## src/rtl/mem_arbiter.sv

```systemverilog
// Two-port memory arbiter: instruction fetch (I) and data path (D) share one
// downstream memory port. Each port has a single-entry request slot, at most
// one transaction is outstanding, ties are broken round-robin, and a hung
// transaction is aborted after TIMEOUT busy cycles (0 disables the abort).
module mem_arbiter #(
  parameter int XLEN    = 32,
  parameter int TIMEOUT = 0
) (
  input  logic              clock,
  input  logic              reset,
  input  logic              imem_valid,
  input  logic [XLEN-1:0]   imem_addr,
  output logic              imem_ready,
  output logic [XLEN-1:0]   imem_rdata,
  input  logic              dmem_valid,
  input  logic [XLEN-1:0]   dmem_addr,
  input  logic [XLEN-1:0]   dmem_wdata,
  input  logic [XLEN/8-1:0] dmem_wstrb,
  output logic              dmem_ready,
  output logic [XLEN-1:0]   dmem_rdata,
  output logic              mem_valid,
  output logic              mem_instr,
  output logic [XLEN-1:0]   mem_addr,
  output logic [XLEN-1:0]   mem_wdata,
  output logic [XLEN/8-1:0] mem_wstrb,
  input  logic              mem_ready,
  input  logic [XLEN-1:0]   mem_rdata,
  output logic [1:0]        error
);

  localparam int SW    = XLEN / 8;
  localparam int CNT_W = (TIMEOUT > 1) ? $clog2(TIMEOUT) : 1;

  typedef enum logic { IDLE = 1'b0, BUSY = 1'b1 } state_t;

  state_t           state, state_nxt;
  logic             owner_i;      // 1: outstanding transaction belongs to port I
  logic             last_i;       // 1: most recently completed owner was port I
  logic             pend_i, pend_d;
  logic [XLEN-1:0]  slot_i_addr;
  logic [XLEN-1:0]  slot_d_addr, slot_d_wdata;
  logic [SW-1:0]    slot_d_wstrb;
  logic [CNT_W-1:0] cnt;

  logic tmo, done;
  logic out_i, out_d;
  logic drop_i, drop_d;
  logic want_i, want_d;
  logic sel_i, sel_d;

  // Completion/abort detection, request drop detection and IDLE selection.
  // A request strobed while IDLE competes on the same edge it arrives, which
  // gives the one-cycle valid-to-mem_valid latency.
  always_comb begin
    tmo    = (TIMEOUT > 0) && (state == BUSY) && !mem_ready &&
             (cnt == CNT_W'(TIMEOUT - 1));
    done   = (state == BUSY) && (mem_ready || tmo);
    out_i  = (state == BUSY) &&  owner_i && !done;
    out_d  = (state == BUSY) && !owner_i && !done;
    drop_i = imem_valid && (pend_i || out_i);
    drop_d = dmem_valid && (pend_d || out_d);
    want_i = pend_i || imem_valid;
    want_d = pend_d || dmem_valid;
    sel_i  = (state == IDLE) && want_i && (!want_d || !last_i);
    sel_d  = (state == IDLE) && want_d && !sel_i;
  end

  // State register
  always_ff @(posedge clock or negedge reset) begin
    if (!reset) state <= IDLE;
    else        state <= state_nxt;
  end

  // Next-state logic
  always_comb begin
    state_nxt = state;
    case (state)
      IDLE:    if (sel_i || sel_d) state_nxt = BUSY;
      BUSY:    if (done)           state_nxt = IDLE;
      default: state_nxt = IDLE;
    endcase
  end

  // Completion routing: only the owner sees ready; aborts return zero data
  always_comb begin
    imem_ready = done &&  owner_i;
    dmem_ready = done && !owner_i;
    imem_rdata = (imem_ready && mem_ready) ? mem_rdata : '0;
    dmem_rdata = (dmem_ready && mem_ready) ? mem_rdata : '0;
  end

  // Pending slots: load on an accepted strobe unless it is issued directly
  always_ff @(posedge clock or negedge reset) begin
    if (!reset) begin
      pend_i       <= 1'b0;
      pend_d       <= 1'b0;
      slot_i_addr  <= '0;
      slot_d_addr  <= '0;
      slot_d_wdata <= '0;
      slot_d_wstrb <= '0;
    end else begin
      if (sel_i) begin
        pend_i <= 1'b0;
      end else if (imem_valid && !drop_i) begin
        pend_i      <= 1'b1;
        slot_i_addr <= imem_addr;
      end
      if (sel_d) begin
        pend_d <= 1'b0;
      end else if (dmem_valid && !drop_d) begin
        pend_d       <= 1'b1;
        slot_d_addr  <= dmem_addr;
        slot_d_wdata <= dmem_wdata;
        slot_d_wstrb <= dmem_wstrb;
      end
    end
  end

  // Downstream request issue, ownership, busy counter and round-robin history
  always_ff @(posedge clock or negedge reset) begin
    if (!reset) begin
      mem_valid <= 1'b0;
      mem_instr <= 1'b0;
      mem_addr  <= '0;
      mem_wdata <= '0;
      mem_wstrb <= '0;
      owner_i   <= 1'b0;
      last_i    <= 1'b1;
      cnt       <= '0;
    end else begin
      mem_valid <= sel_i || sel_d;
      if (sel_i) begin
        mem_instr <= 1'b1;
        mem_addr  <= pend_i ? slot_i_addr : imem_addr;
        mem_wdata <= '0;
        mem_wstrb <= '0;
        owner_i   <= 1'b1;
        cnt       <= '0;
      end else if (sel_d) begin
        mem_instr <= 1'b0;
        mem_addr  <= pend_d ? slot_d_addr  : dmem_addr;
        mem_wdata <= pend_d ? slot_d_wdata : dmem_wdata;
        mem_wstrb <= pend_d ? slot_d_wstrb : dmem_wstrb;
        owner_i   <= 1'b0;
        cnt       <= '0;
      end else if (state == BUSY) begin
        cnt <= cnt + CNT_W'(1);
        if (done) last_i <= owner_i;
      end
    end
  end

  // Sticky error flags: [0] dropped request, [1] timeout abort
  always_ff @(posedge clock or negedge reset) begin
    if (!reset) error <= 2'b00;
    else        error <= error | {tmo, drop_i || drop_d};
  end

endmodule

```

## config.mk

```make
export PLATFORM = sky130hd
export DESIGN_NAME = mem_arbiter
export DESIGN_NICKNAME = d
export VERILOG_FILES = /design/src/rtl/mem_arbiter.sv
export SDC_FILE = /design/constraint.sdc
export NUM_CORES = 1
export LEC_CHECK = 0
export CORE_ASPECT_RATIO = 0.6
export CORE_MARGIN = 2
export CORE_UTILIZATION = 65
export CTS_BUF_LIST = sky130_fd_sc_hd__clkbuf_4 sky130_fd_sc_hd__clkbuf_8 sky130_fd_sc_hd__clkbuf_16
export DETAILED_ROUTE_END_ITERATION = 7
export DONT_BUFFER_PORTS = 1
export GPL_ROUTABILITY_DRIVEN = 0
export PLACE_DENSITY = 0.81
export SLEW_MARGIN = 10
export SYNTH_ARGS = -nofsm -noshare
export SYNTH_HDL_FRONTEND = slang
export SYNTH_SLANG_ARGS = --single-unit
```

## constraint.sdc

```tcl
create_clock -name clock -period 3.83 [get_ports clock]
set_clock_uncertainty 0.1 [all_clocks]
set_input_delay 0.766 -clock clock [delete_from_list [all_inputs] [get_ports clock]]
set_output_delay 0.766 -clock clock [all_outputs]
set_load 0.005 [all_outputs]
```

==> flow_summary.yaml <==
outcome:
  status: "finished with violations"
  violations_in_the_final_reports: "hold timing"
final_layout:
  nFillCells: 815
  final_net_count: 760
  area_growth_syn_to_layout_pct: 7.584
  postLayoutCoreUtil_pct: 72.78
  layout-drive-gt1-share_pct: 20.44
clock_network:
  clkSinkCount: 175
  worst_setup_hold_path_clk_slew_ns: 0.07
  clock_tree.root_cell: "sky130_fd_sc_hd__clkbuf_16"
  cts_tree: "built"
  insertion_delay_ns: 0.42
  ctsHtreeMaxLevel: 4
  cts_buffer_depth: 2
  number_of_buffers_added_by_the_clock_tree_synthesis_step: 17
global_routing:
  grt_max_degree: 176
  grt_pass1_wl_um: 32220
  initial_antenna_violation_count: 0
  gr-total-overflow: 0
  groute.usage.overall_pct: 30.93
  first_global_vias: 5653
worst_setup_path:
  data_arrival_at_the_endpoint_of_the_critical_path_ns: 2.23
  worstReg2RegEnd: "state$_DFF_PN0_"
  critical_path.endpoint_type: "output port"
  critical_path.startpoint_type: "flop"
  critical_path_class: "flop to output port"
  worstReg2RegStart: "pend_i$_DFFE_PN0P_"
  crit_path_max_fanout: 34
  rrSetupSlack_ns: 0.98
  worst_ep_required_time_ns: 2.96
  r2r_cells: 5
place:
  io_buffer_count: 0
  detailed_place_hpwl_um: 14020
yosys:
  post_synth_num_cell_types: 38
  synth.yosys.seq_area_share_pct: 53.00
  synth.ff_latch_count: 175
  yosysWarnings: 0
  synth_instances: 653
  synth-main-ff-cell: "sky130_fd_sc_hd__dfrtp_1"
  ys_async_sr_fraction_pct: 100.0
  postSynthNetCount: 790
  synth_enable_flop_cells: 0
  post_synth_instance_area_mm2: 0.008265
  syn_area_per_cell_um2: 12.66
floorplanning:
  dieHeight_um: 91.35
  fp.dieArea_mm2: 0.01366
  core.rowCount: 31
  starting_density_pct: 67.65
  boundaryPins: 275
  horizontal_die_dimension_um: 149.6
  core_region_area_mm2: 0.01222
sta:
  final.period_utilization_pct: 80.73
  finalHoldViolCount: 174
  tns_ns: 0
  final_max_slew_viol_count: 0
  max_clock_freq_mhz: 323.4
  whs_ns: -0.06892
  post-route-min-period_ns: 3.092
  worst_tran_pin_value_ns: 1.142
  final_report_setup_violation_count: 0
  worst_slew_margin_rel_pct: 23.89
  grt_setup_unrepaired: "false"
routing:
  postRouteAntennaNets: 0
  detail_route.iter0.violations: 393
  first_pass_iters: 4
  drc_errors: 0
  viasPerCell: 6.752
  num_vias: 5422
  routed_wirelength_um: 20670
  wl_per_cell_um: 25.73
pwr:
  power.density_mw_per_mm2: 909.1
  power.ir.vdd_worst_uv: 546.8
  p_leak_nw: 3.891
min_path:
  timing.hold.worst.class: "primary input to async pin"
run:
  maxCapViolations: 0
## cell usage after synthesis, drive strengths merged (20+ instances only)
| cell | instances | area (µm²) |
|---|---|---|
| nor2b | 24 | 150.1 |
| dfrtp | 174 | 4354 |
| o21ai | 34 | 170.2 |
| mux2 | 100 | 1126 |
| buf | 33 | 205.2 |
| mux2i | 76 | 760.7 |
| and2 | 64 | 400.4 |
| clkbuf | 24 | 90.09 |
| o2bb2ai | 36 | 315.3 |
| o221ai | 20 | 175.2 |
## worst max-delay path, cell delays in order, from the launching register on
cell and delay, ns:
sky130_fd_sc_hd__dfrtp_1 0.66, sky130_fd_sc_hd__and3_1 0.86, sky130_fd_sc_hd__and2_1 0.28
## layer usage
layer  vias up  track usage (%)  part of all wire, %
met5         -                0                    0
met4         0            7.778                  1.5
met3        20            13.12                   11
met2       254            43.27                   44
met1      2808            44.56                   44
li1       2340                -                    -
## kinds of logic (layout without fill, tap and decap cells)
| family | count (synthesis) | count (layout) | share of synthesized area [%] |
|---|---|---|---|
| other | 1 | 3 | 0.04537 |
| buffers and inverters | 61 | 44 | 3.754 |
| AND/OR/NAND/NOR | 103 | 103 | 7.584 |
| AO/OA/AOI/OAI | 137 | 137 | 12.79 |
| multiplexers | 176 | 176 | 22.83 |
| flip-flops | 175 | 175 | 53.00 |
## how the worst max path moves through the flow
stage | start | endpoint | cells past startpoint
6_report | state$_DFF_PN0_ | imem_rdata[25] | 2
5_1_grt | state$_DFF_PN0_ | imem_rdata[16] | 2
4_1_cts | state$_DFF_PN0_ | imem_rdata[25] | 2
3_5_place_dp | imem_valid | slot_d_addr[18]$_DFFE_PN0P_ | 4
3_3_place_gp | imem_valid | slot_d_addr[22]$_DFFE_PN0P_ | 4
2_1_floorplan | mem_ready | imem_rdata[23] | 4
## cell usage in the layout, fill, tap and decap left out, types with 6 or more instances in the layout
cell type	n
sky130_fd_sc_hd__o2bb2ai_1	36
sky130_fd_sc_hd__buf_4	6
sky130_fd_sc_hd__and2_1	64
sky130_fd_sc_hd__mux2i_1	76
sky130_fd_sc_hd__dfrtp_1	172
sky130_fd_sc_hd__o31ai_1	12
sky130_fd_sc_hd__clkbuf_16	17
sky130_fd_sc_hd__mux2_1	20
sky130_fd_sc_hd__a221oi_1	12
sky130_fd_sc_hd__o21ai_0	33
sky130_fd_sc_hd__nor2b_1	24
sky130_fd_sc_hd__o221ai_1	20
sky130_fd_sc_hd__a2111oi_0	12
sky130_fd_sc_hd__mux2_2	80
## repair_timing
action | 4_1_cts | 5_1_grt
buffers inserted | 0 | 0
resized for setup | 0 | 0
endpoints found under the hold margin | 174 | 174
## final cells by class
class                   instances  area, µm²  area share (%)
diodes                          2      5.005         0.05628
clock buffers                  17      425.4           4.784
clock inverters                15      147.6           1.660
inverters                       4      15.01          0.1688
multi-input cells             417       3615           40.65
flip-flops and latches        175       4385           49.32
well taps                     165      206.4           2.322
repair buffers                  8      92.59           1.041
## state kept, by name (all words and copies together), names as in the netlist, 4 cells and up
name and flops:
mem_addr 32, mem_wdata 32, mem_wstrb 4, slot_d_addr 32, slot_d_wdata 32, slot_d_wstrb 4
slot_i_addr 32
## metrics by stage
stage	area [µm²]	instances	power (mW)	setup slack [ns]
finish	8892	803	8.084	0.7380
detailed placement	8283	768	6.383	0.8978
global placement	8283	768	6.170	0.9478
CTS	8856	800	8.060	0.7686
global route	8887	801	8.570	0.6091
floorplan	8265	653	5.676	1.500
## power breakdown
| part | leakage [nW] | total, mW | internal, mW | switching [mW] |
|---|---|---|---|---|
| sequential | 2.13 | 3.51 | 2.80 | 0.707 |
| combinational | 1.47 | 2.90 | 1.41 | 1.49 |
| clock | 0.285 | 1.68 | 0.868 | 0.809 |
No activity file was read; power rests on OpenSTA's default activity.
